<file path="config.mk">
export PLATFORM = sky130hd
export DESIGN_NAME = param_ram_ctrl
export DESIGN_NICKNAME = d
export VERILOG_FILES = /design/src/rtl/param_ram_ctrl.sv
export SDC_FILE = /design/constraint.sdc
export NUM_CORES = 1
export LEC_CHECK = 0
export BUFFER_PORTS_ARGS = -buffer_cell sky130_fd_sc_hd__buf_2
export CELL_PAD_IN_SITES_DETAIL_PLACEMENT = 0
export CELL_PAD_IN_SITES_GLOBAL_PLACEMENT = 2
export CORE_ASPECT_RATIO = 0.9
export CORE_MARGIN = 2
export CORE_UTILIZATION = 35
export DETAILED_ROUTE_END_ITERATION = 6
export GPL_TIMING_DRIVEN = 0
export PLACE_DENSITY = 0.65
export SLEW_MARGIN = 20
export SYNTH_ARGS = -nofsm -noshare
export SYNTH_HDL_FRONTEND = slang
export SYNTH_SLANG_ARGS = --single-unit
</file>
<file path="constraint.sdc">
create_clock -name clock -period 1.7 [get_ports clock]
set_input_delay 0.085 -clock clock [delete_from_list [all_inputs] [get_ports clock]]
set_output_delay 0.085 -clock clock [all_outputs]
set_load 0.02 [all_outputs]
</file>
<file path="src/rtl/param_ram_ctrl.sv">
// Simple-dual-port RAM with registered read, selectable read-during-write
// behaviour and a clear engine that sweeps every word to INIT_VAL.
module param_ram_ctrl #(
    parameter int                DATA_W    = 3,
    parameter int                ADDR_W    = 5,
    parameter int                READ_MODE = 0,
    parameter logic [DATA_W-1:0] INIT_VAL  = '0
) (
    input  logic              clock,
    input  logic              reset_n,
    input  logic              wr_en,
    input  logic [ADDR_W-1:0] wr_addr,
    input  logic [DATA_W-1:0] wr_data,
    input  logic              rd_en,
    input  logic [ADDR_W-1:0] rd_addr,
    output logic [DATA_W-1:0] rd_data,
    output logic              rd_valid,
    input  logic              clear,
    output logic              busy
);
    localparam int DEPTH = 2 ** ADDR_W;

    typedef enum logic {ST_CLEAR, ST_IDLE} state_t;

    state_t            state_reg;
    logic [ADDR_W-1:0] sweep_addr_reg;
    logic [DATA_W-1:0] rd_data_reg;
    logic              rd_valid_reg;
    logic              busy_reg;

    logic [DATA_W-1:0] mem [DEPTH];

    logic              mem_we;
    logic [ADDR_W-1:0] mem_waddr;
    logic [DATA_W-1:0] mem_wdata;
    logic              fwd_hit;

    // The sweep owns the write port while clearing; holding reset keeps the array untouched.
    always_comb begin
        mem_we    = 1'b0;
        mem_waddr = wr_addr;
        mem_wdata = wr_data;
        if (state_reg == ST_CLEAR) begin
            mem_we    = reset_n;
            mem_waddr = sweep_addr_reg;
            mem_wdata = INIT_VAL;
        end else begin
            mem_we    = wr_en;
        end
    end

    generate
        if (READ_MODE == 1) begin : g_new_data
            assign fwd_hit = wr_en && (wr_addr == rd_addr);
        end else begin : g_old_data
            assign fwd_hit = 1'b0;
        end
    endgenerate

    always_ff @(posedge clock) begin
        if (mem_we) begin
            mem[mem_waddr] <= mem_wdata;
        end
    end

    always_ff @(posedge clock or negedge reset_n) begin
        if (!reset_n) begin
            state_reg      <= ST_CLEAR;
            sweep_addr_reg <= '0;
            busy_reg       <= 1'b1;
            rd_data_reg    <= '0;
            rd_valid_reg   <= 1'b0;
        end else begin
            case (state_reg)
                ST_CLEAR: begin
                    rd_valid_reg   <= 1'b0;
                    sweep_addr_reg <= sweep_addr_reg + ADDR_W'(1);
                    if (sweep_addr_reg == ADDR_W'(DEPTH - 1)) begin
                        state_reg <= ST_IDLE;
                        busy_reg  <= 1'b0;
                    end
                end
                ST_IDLE: begin
                    rd_valid_reg <= rd_en;
                    if (rd_en) begin
                        rd_data_reg <= fwd_hit ? wr_data : mem[rd_addr];
                    end
                    if (clear) begin
                        state_reg      <= ST_CLEAR;
                        sweep_addr_reg <= '0;
                        busy_reg       <= 1'b1;
                    end
                end
                default: begin
                    state_reg <= ST_CLEAR;
                end
            endcase
        end
    end

    assign rd_data  = rd_data_reg;
    assign rd_valid = rd_valid_reg;
    assign busy     = busy_reg;

endmodule

</file>
==> metrics.txt, run 1 <==
area of the multi-input gates 1668 um2; DRC violations left 0; row cnt 39; CTS Sinks 107; Initial Utilization 35.94%; GR Overflow Total 0; pwr dens 1361 nW/um2; RR Startpoint state_reg; f_max 602.5 MHz; CTS Root Cell clkbuf_16; Comb pwr share 27.7%; Reg2Reg Capture Point mem[12][1]; worst-margin pin slew 0.6664 ns; gr usage total 15.48%; CTS Buf Count 9; fin crit share 97.63%; final hold viol count 0; crit path launch state_reg; Vias/cell 5.125; Fillers 1,114; FF/Latch Area 3162 um2; vias in the first global route 2,778; share of power burned in registers 44.0%; clk_lat worst skew 0.35 ns; placed wire-length estimate 6809 um; Critical Path Fanout Max 10; synth top area cells edfxtp_1 (63%), mux2i_1 (11%), dfrtp_1 (5.5%); Pleak 1.996 nW; TritonCTS clock tree done; Net Sw Frac 31.88%; most frequent cells in the layout edfxtp_1 (96), mux2i_1 (49), buf_2 (23), nor2_4 (23); internal power 5.241 mW; post-layout min period 1.660 ns; Final Util 44.41%; crit end category flip-flop; drt wl/cell 20.37 um; cells after synthesis 306; die width 124.5 um; vias 2,614; critical path data required time 1.76 ns; RSZ-0062 raised after global routing yes; largest net degree at the start of global routing 33; Worst-path clk slew 0.07 ns; Top Ports 23; non-filler cells, final 510; gpl congestion 0.7027; sequential area share after synthesis 69.03%; Die Span Y 112.5 um; initial antenna violation count 0; Post-Syn Area 4577 um2; diode count 0; Clock power frac 28.3%; Max Slew Vio Count 0; #FFs+latches synth 107; r2r setup slk 0.04 ns; Port Buffer Count 21; worst-path cell chain clkbuf_4, o32ai_4, nand2_2, nor2_4; max-cap violation count 0; Reg2Reg Depth 4; clock skew 0.008911 ns; synth unique cells 33; slowest CP cell dfrtp_1; first-iteration detailed-routing DRC count 190; post-route ant nets 0; Area Growth Syn to Fin 23.56%; Total Wirelength 10,390 um; final hold slack 0.01552 ns; share of layout cells above drive strength 1 33.82%; Sw Pwr 2.453 mW; Post-Syn Nets 326; max reg flops 96; drt pass-1 iters 4; worst vdd ir 0.0007215 V; syn_area_per_cell 14.96 um2; first-pass GRT wire length 16,010 um; most common cell after layout, fill and taps aside edfxtp_1; Design Power 7.695 mW; Die ar. 14,010 um2; last element of the critical path mem[12][1]; Rel. slew slack 55.43%; Hold WC Path Type in2reg; Crit Path Category reg2reg; Startpoint Class flip-flop; CTS max path bufs 2; CP peak stage delay 0.39 ns; area fraction of the dominant cell type after synthesis 62.99%; Crit path arrival time 1.72 ns; Final setup viols 0; yosys synthesis warning count 0; status finished, final reports clean; Synth area leader edfxtp_1; H-Tree Depth 3; core area 12,740 um2; placed insts 491; final-stage net count 361
==> layout make-up <==
class                      count  area share (%)
inverter                       8          0.5310
sequential                   107           55.91
timing repair buffer          24           2.743
tap                          164           3.628
clock inverter                 5           1.372
buffer                        13           2.212
multi-input combinational    178           29.49
clock buffer                  11           4.115
==> worst min path at each step <==
stage,cells after the start,end,startpoint,slack [ns]
after floorplan,0,rd_data[0],reset_n,-0.21
after global placement,1,sweep_addr_reg[1],reset_n,0.01
after detailed placement,1,sweep_addr_reg[1],reset_n,0.008
after CTS,2,sweep_addr_reg[3],clear,0.01
after global routing,2,sweep_addr_reg[4],clear,0.03
final,2,sweep_addr_reg[3],clear,0.02
==> cells in the mapped netlist <==
| cell type | number |
|---|---|
| nand3_1 | 2 |
| and2_1 | 4 |
| ha_1 | 2 |
| mux2i_1 | 51 |
| o22ai_1 | 7 |
| nand2_1 | 24 |
| edfxtp_1 | 96 |
| nor2_1 | 36 |
| a32o_1 | 1 |
| and3_1 | 1 |
| o21bai_1 | 1 |
| and2b_1 | 2 |
| buf_1 | 1 |
| inv_1 | 8 |
| dfstp_2 | 1 |
| a221oi_2 | 2 |
| buf_2 | 1 |
| nand2b_1 | 3 |
| o32ai_1 | 4 |
| a22oi_1 | 12 |
| buf_4 | 4 |
| a21oi_1 | 7 |
| a22o_1 | 6 |
| o21ai_0 | 1 |
| mux2_2 | 2 |
| a221oi_1 | 4 |
| buf_6 | 2 |
| dfrtp_1 | 10 |
| buf_12 | 2 |
| clkbuf_1 | 3 |
| o41ai_2 | 3 |
| or2_2 | 1 |
| xnor2_1 | 2 |
==> per-stage QoR <==
stage	setup WS, ns	setup TNS (ns)	area [um2]
4_1_cts	-0.02464	-0.3364	5369
5_1_grt	-0.05231	-0.6895	5655
2_1_floorplan	0.006435	0	4577
6_report	0.04036	0	5655
3_3_place_gp	-0.8513	-114.36	4887
3_5_place_dp	-0.4836	-74.56	4891
==> logic make-up after synthesis <==
family	share of synthesized area [%]
fa+ha+maj	0.5467
flops	69.03
simple gates	6.698
compound gates	8.584
mux	11.65
xor+xnor	0.3828
buf+inv	3.116
==> power by group through the flow <==
stage	logic (mW)	registers, mW	clock network (mW)
after floorplan	0.862	3.40	0
after CTS	1.63	3.35	2.21
after global placement	1.35	3.39	0
after global routing	2.29	3.41	2.33
final	2.13	3.39	2.17
after detailed placement	1.36	3.40	0
==> per-layer routing <==
| metal | share of wire, % | track usage [%] |
|---|---|---|
| met5 | 0 | 0 |
| met3 | 2.8 | 2.145 |
| met1 | 46 | 20.47 |
| met4 | 2.1 | 7.790 |
| met2 | 49 | 25.17 |
==> what timing repair did <==
action / CTS / global route
setup buffers: 1 / 1
endpoints found under the hold margin: 11 / 0
resized for setup: 45 / 61
pin swaps: 2 / 15
endpoints found under the setup margin: 192 / 96
hold buffers: 1 / 0
==> critical path: cells and delay by family (launching register included) <==
kind / cells / cell delay (ns)
AO/OA/AOI/OAI: 1 / 0.36
buffers and inverters: 1 / 0.21
flip-flops: 1 / 0.39
AND/OR/NAND/NOR: 2 / 0.41
No activity file was read; power rests on OpenSTA's default activity.
==> run 2, diff against run 1 <==
REMOVE_ABC_BUFFERS = 1   (was unset)
==> metrics.txt, run 2 (synthesized netlist as in run 1, its figures left out) <==
vias 2,606; Startpoint Class flip-flop; Max Slew Vio Count 0; worst-margin pin slew 0.7248 ns; Port Buffer Count 22; Area Growth Syn to Fin 25.59%; placed wire-length estimate 6296 um; first-iteration detailed-routing DRC count 105; Vias/cell 5.130; f_max 601.8 MHz; Crit Path Category reg2reg; crit end category flip-flop; first-pass GRT wire length 14,820 um; CTS max path bufs 2; final-stage net count 359; post-layout min period 1.662 ns; share of layout cells above drive strength 1 35.47%; RSZ-0062 raised after global routing yes; Top Ports 23; largest net degree at the start of global routing 33; TritonCTS clock tree done; drt wl/cell 19.03 um; Critical Path Fanout Max 5; Final setup viols 0; max reg flops 96; CTS Root Cell clkbuf_16; drt pass-1 iters 4; CTS Buf Count 9; final hold viol count 0; Rel. slew slack 51.63%; Pleak 2.025 nW; Die Span Y 112.5 um; Total Wirelength 9667 um; clk_lat worst skew 0.34 ns; gr usage total 14.37%; diode count 0; most common cell after layout, fill and taps aside edfxtp_1; row cnt 39; Die ar. 14,010 um2; Fillers 1,146; most frequent cells in the layout edfxtp_1 (96), mux2i_1 (49), nor2_4 (31); Initial Utilization 35.94%; fin crit share 97.75%; max-cap violation count 0; status finished, final reports clean; pwr dens 1364 nW/um2; worst vdd ir 0.0006795 V; Design Power 7.841 mW; initial antenna violation count 0; core area 12,740 um2; vias in the first global route 2,598; H-Tree Depth 3; Hold WC Path Type in2reg; die width 124.5 um; placed insts 480; DRC violations left 0; Worst-path clk slew 0.07 ns; Final Util 45.13%; clock skew 0.008134 ns; non-filler cells, final 508; GR Overflow Total 0; gpl congestion 0.7215; critical path data required time 1.74 ns; CTS Sinks 107; post-route ant nets 0; Crit path arrival time 1.71 ns
[run 2: changes by cell type in the layout (fill, tap and decap cells not counted), sizes merged]
cell	delta
bufinv	-1
clkbuf	-2
inv	+1
[run 2: critical path, stage by stage, from the launching register on]
cell	delay, ns
dfrtp_4	0.51
buf_12	0.15
o32ai_4	0.33
nand2_2	0.18
nor2_2	0.19
[run 2: worst paths after layout]
check | from | end | slack [ns] | cells after the start
worst max-delay path | state_reg | mem[28][2] | 0.04 | 4
max in group asynchronous | reset_n | state_reg | 0.92 | 2
worst min register to register | rd_data[1] | rd_data[1] | 0.50 | 2
min in group asynchronous | reset_n | rd_data[2] | 0.33 | 2
worst min-delay path | clear | sweep_addr_reg[3] | 0.03 | 2
worst max register to register | state_reg | mem[28][2] | 0.04 | 4
[run 2: per-stage QoR]
stage | TNS (ns) | setup slack, ns | instance area [um2] | hold WS [ns]
after global routing | -0.1978 | -0.03356 | 5748 | 0.01459
final | 0 | 0.03828 | 5748 | 0.02558
after global placement | -111.57 | -1.004 | 4780 | 0.005058
after CTS | -0.0002998 | -0.0002998 | 5613 | -0.3606
after floorplan | -2.565 | -0.05630 | 4464 | -0.2106
after detailed placement | -90.64 | -0.6035 | 4805 | 0.008429
[run 2: power breakdown]
group          leakage (nW)  switching [mW]  internal [mW]
combinational         0.853            1.45          0.870
clock                 0.152           0.903           1.23
sequential             1.02           0.194           3.20
[run 2: metal layers]
layer,share of wire [%],global-route usage (%),wire (um),up-vias
met1,48,20.01,4607,1287
met4,1.6,4.794,158,0
met2,47,22.30,4502,62
met5,0,0,0,-
met3,4.1,3.480,398,12
li1,-,-,-,1245
[run 2: what timing repair did]
action / CTS / global route
buffers inserted: 6 / 5
pin swaps: 10 / 12
endpoints found under the setup margin: 195 / 84
endpoints found under the hold margin: 11 / 11
gates resized for setup: 106 / 13
[run 2: layout make-up]
| class | instances | area (um2) | share of cell area, % |
|---|---|---|---|
| Multi-Input combinational cell | 178 | 1753 | 30.50 |
| Inverter | 8 | 30.03 | 0.5224 |
| Clock buffer | 11 | 252.7 | 4.397 |
| Tap cell | 164 | 205.2 | 3.570 |
| Clock inverter | 5 | 60.06 | 1.045 |
| Sequential cell | 107 | 3166 | 55.07 |
| Timing Repair Buffer | 35 | 281.5 | 4.898 |
==> run 3, diff against run 2 <==
CAP_MARGIN = 20   (was unset)
RECOVER_POWER = 50   (was unset)
==> metrics.txt, run 3 (synthesized netlist as in run 1, its figures left out) <==
first-iteration detailed-routing DRC count 109; placed insts 480; area of the multi-input gates 1753 um2; Vias/cell 5.130; Hold WC Path Type in2reg; CTS Root Cell clkbuf_16; first-pass GRT wire length 14,820 um; Top Ports 23; Net Sw Frac 32.56%; largest net degree at the start of global routing 33; clock skew 0.008134 ns; worst-margin pin slew 0.7245 ns; fin crit share 97.75%; non-filler cells, final 508; Clock power frac 27.2%; drt wl/cell 19.02 um; most common cell after layout, fill and taps aside edfxtp_1; Rel. slew slack 51.65%; crit end category flip-flop; Worst-path clk slew 0.07 ns; post-layout min period 1.662 ns; FF/Latch Area 3166 um2; RSZ-0062 raised after global routing yes; vias 2,606; max-cap violation count 0; clk_lat worst skew 0.34 ns; Pleak 2.009 nW; row cnt 39; Die ar. 14,010 um2; Crit path arrival time 1.71 ns; vias in the first global route 2,598; max reg flops 96; Max Slew Vio Count 0; Comb pwr share 29.5%; TritonCTS clock tree done; status finished, final reports clean; f_max 601.8 MHz; Crit Path Category reg2reg; CTS Buf Count 9; GR Overflow Total 0; Critical Path Fanout Max 5; Port Buffer Count 22; Total Wirelength 9664 um; H-Tree Depth 3; post-route ant nets 0; Die Span Y 112.5 um; gr usage total 14.37%; critical path data required time 1.74 ns; internal power 5.281 mW; placed wire-length estimate 6296 um; final hold viol count 0; most frequent cells in the layout edfxtp_1 (96), mux2i_1 (49), nor2_4 (31); worst vdd ir 0.0006794 V; initial antenna violation count 0; Sw Pwr 2.549 mW; CTS Sinks 107; design area 5742 um2; share of power burned in registers 43.3%; Startpoint Class flip-flop; drt pass-1 iters 4; gpl congestion 0.7215; core area 12,740 um2; final-stage net count 359; pwr dens 1364 nW/um2; share of layout cells above drive strength 1 34.01%; Fillers 1,150; Area Growth Syn to Fin 25.45%; Initial Utilization 35.94%; DRC violations left 0; dpl cell area 4805 um2; die width 124.5 um; Final setup viols 0; diode count 0; CTS max path bufs 2
run 3: changes by cell type in the layout (fill, tap and decap cells not counted), sizes merged:
| cell | delta |
|---|---|
| buf | -5 |
| clkbuf | +5 |
run 3: final timing paths:
path / slack, ns / startpoint / to / cells after the start
setup / recovery: 0.04 / state_reg / mem[28][2] / 4
hold / removal: 0.03 / clear / sweep_addr_reg[3] / 2
setup reg to reg: 0.04 / state_reg / mem[28][2] / 4
hold reg to reg: 0.50 / busy / busy / 2
max in group asynchronous: 0.85 / reset_n / state_reg / 2
min in group asynchronous: 0.40 / reset_n / rd_data[2] / 2
run 3: timing repair:
item | 4_1_cts | 5_1_grt
gates cloned | 0 | 0
buffers inserted | 6 | 5
endpoints found under the setup margin | 195 | 84
pin swaps | 10 | 12
endpoints found under the hold margin | 11 | 11
resized for setup | 106 | 13
run 3: metrics by stage:
step	hold slack, ns	TNS, ns	setup WS [ns]	utilization (%)	power, mW
after CTS	-0.3606	-0.0002998	-0.0002998	44.07	7.660
after global routing	0.01459	-0.1978	-0.03356	45.08	8.185
after floorplan	-0.2106	-2.565	-0.05630	-	4.213
after detailed placement	0.008429	-90.64	-0.6035	37.72	4.707
after global placement	0.005058	-111.57	-1.004	37.53	4.690
final	0.02562	0	0.03828	45.08	7.831
run 3: area by class of cell:
type,instances,area share (%)
multi-input cells,178,30.53
repair buffers,35,4.794
well taps,164,3.574
inverters,8,0.5230
clock buffers,11,4.402
clock inverters,5,1.046
flip-flops and latches,107,55.13
run 3: power groups by stage:
stage                     clock [mW]  sequential, mW  combinational [mW]
after floorplan                    0            3.43               0.783
after global placement             0            3.43                1.26
after detailed placement           0            3.43                1.28
after CTS                       2.17            3.39                2.11
after global routing            2.27            3.42                2.50
final                           2.13            3.39                2.31
run 3: metal layers:
layer	GRT usage, %	vias to the layer above	wire, um
met2	22.30	62	4501
met4	4.794	0	158
met5	0	-	0
met3	3.480	12	397
li1	-	1245	-
met1	20.01	1287	4607
run 3: worst max-delay path, cell delays in order (launching register included):
cell and delay, ns:
dfrtp_4 0.51, buf_12 0.15, o32ai_4 0.33, nand2_2 0.18, nor2_2 0.19
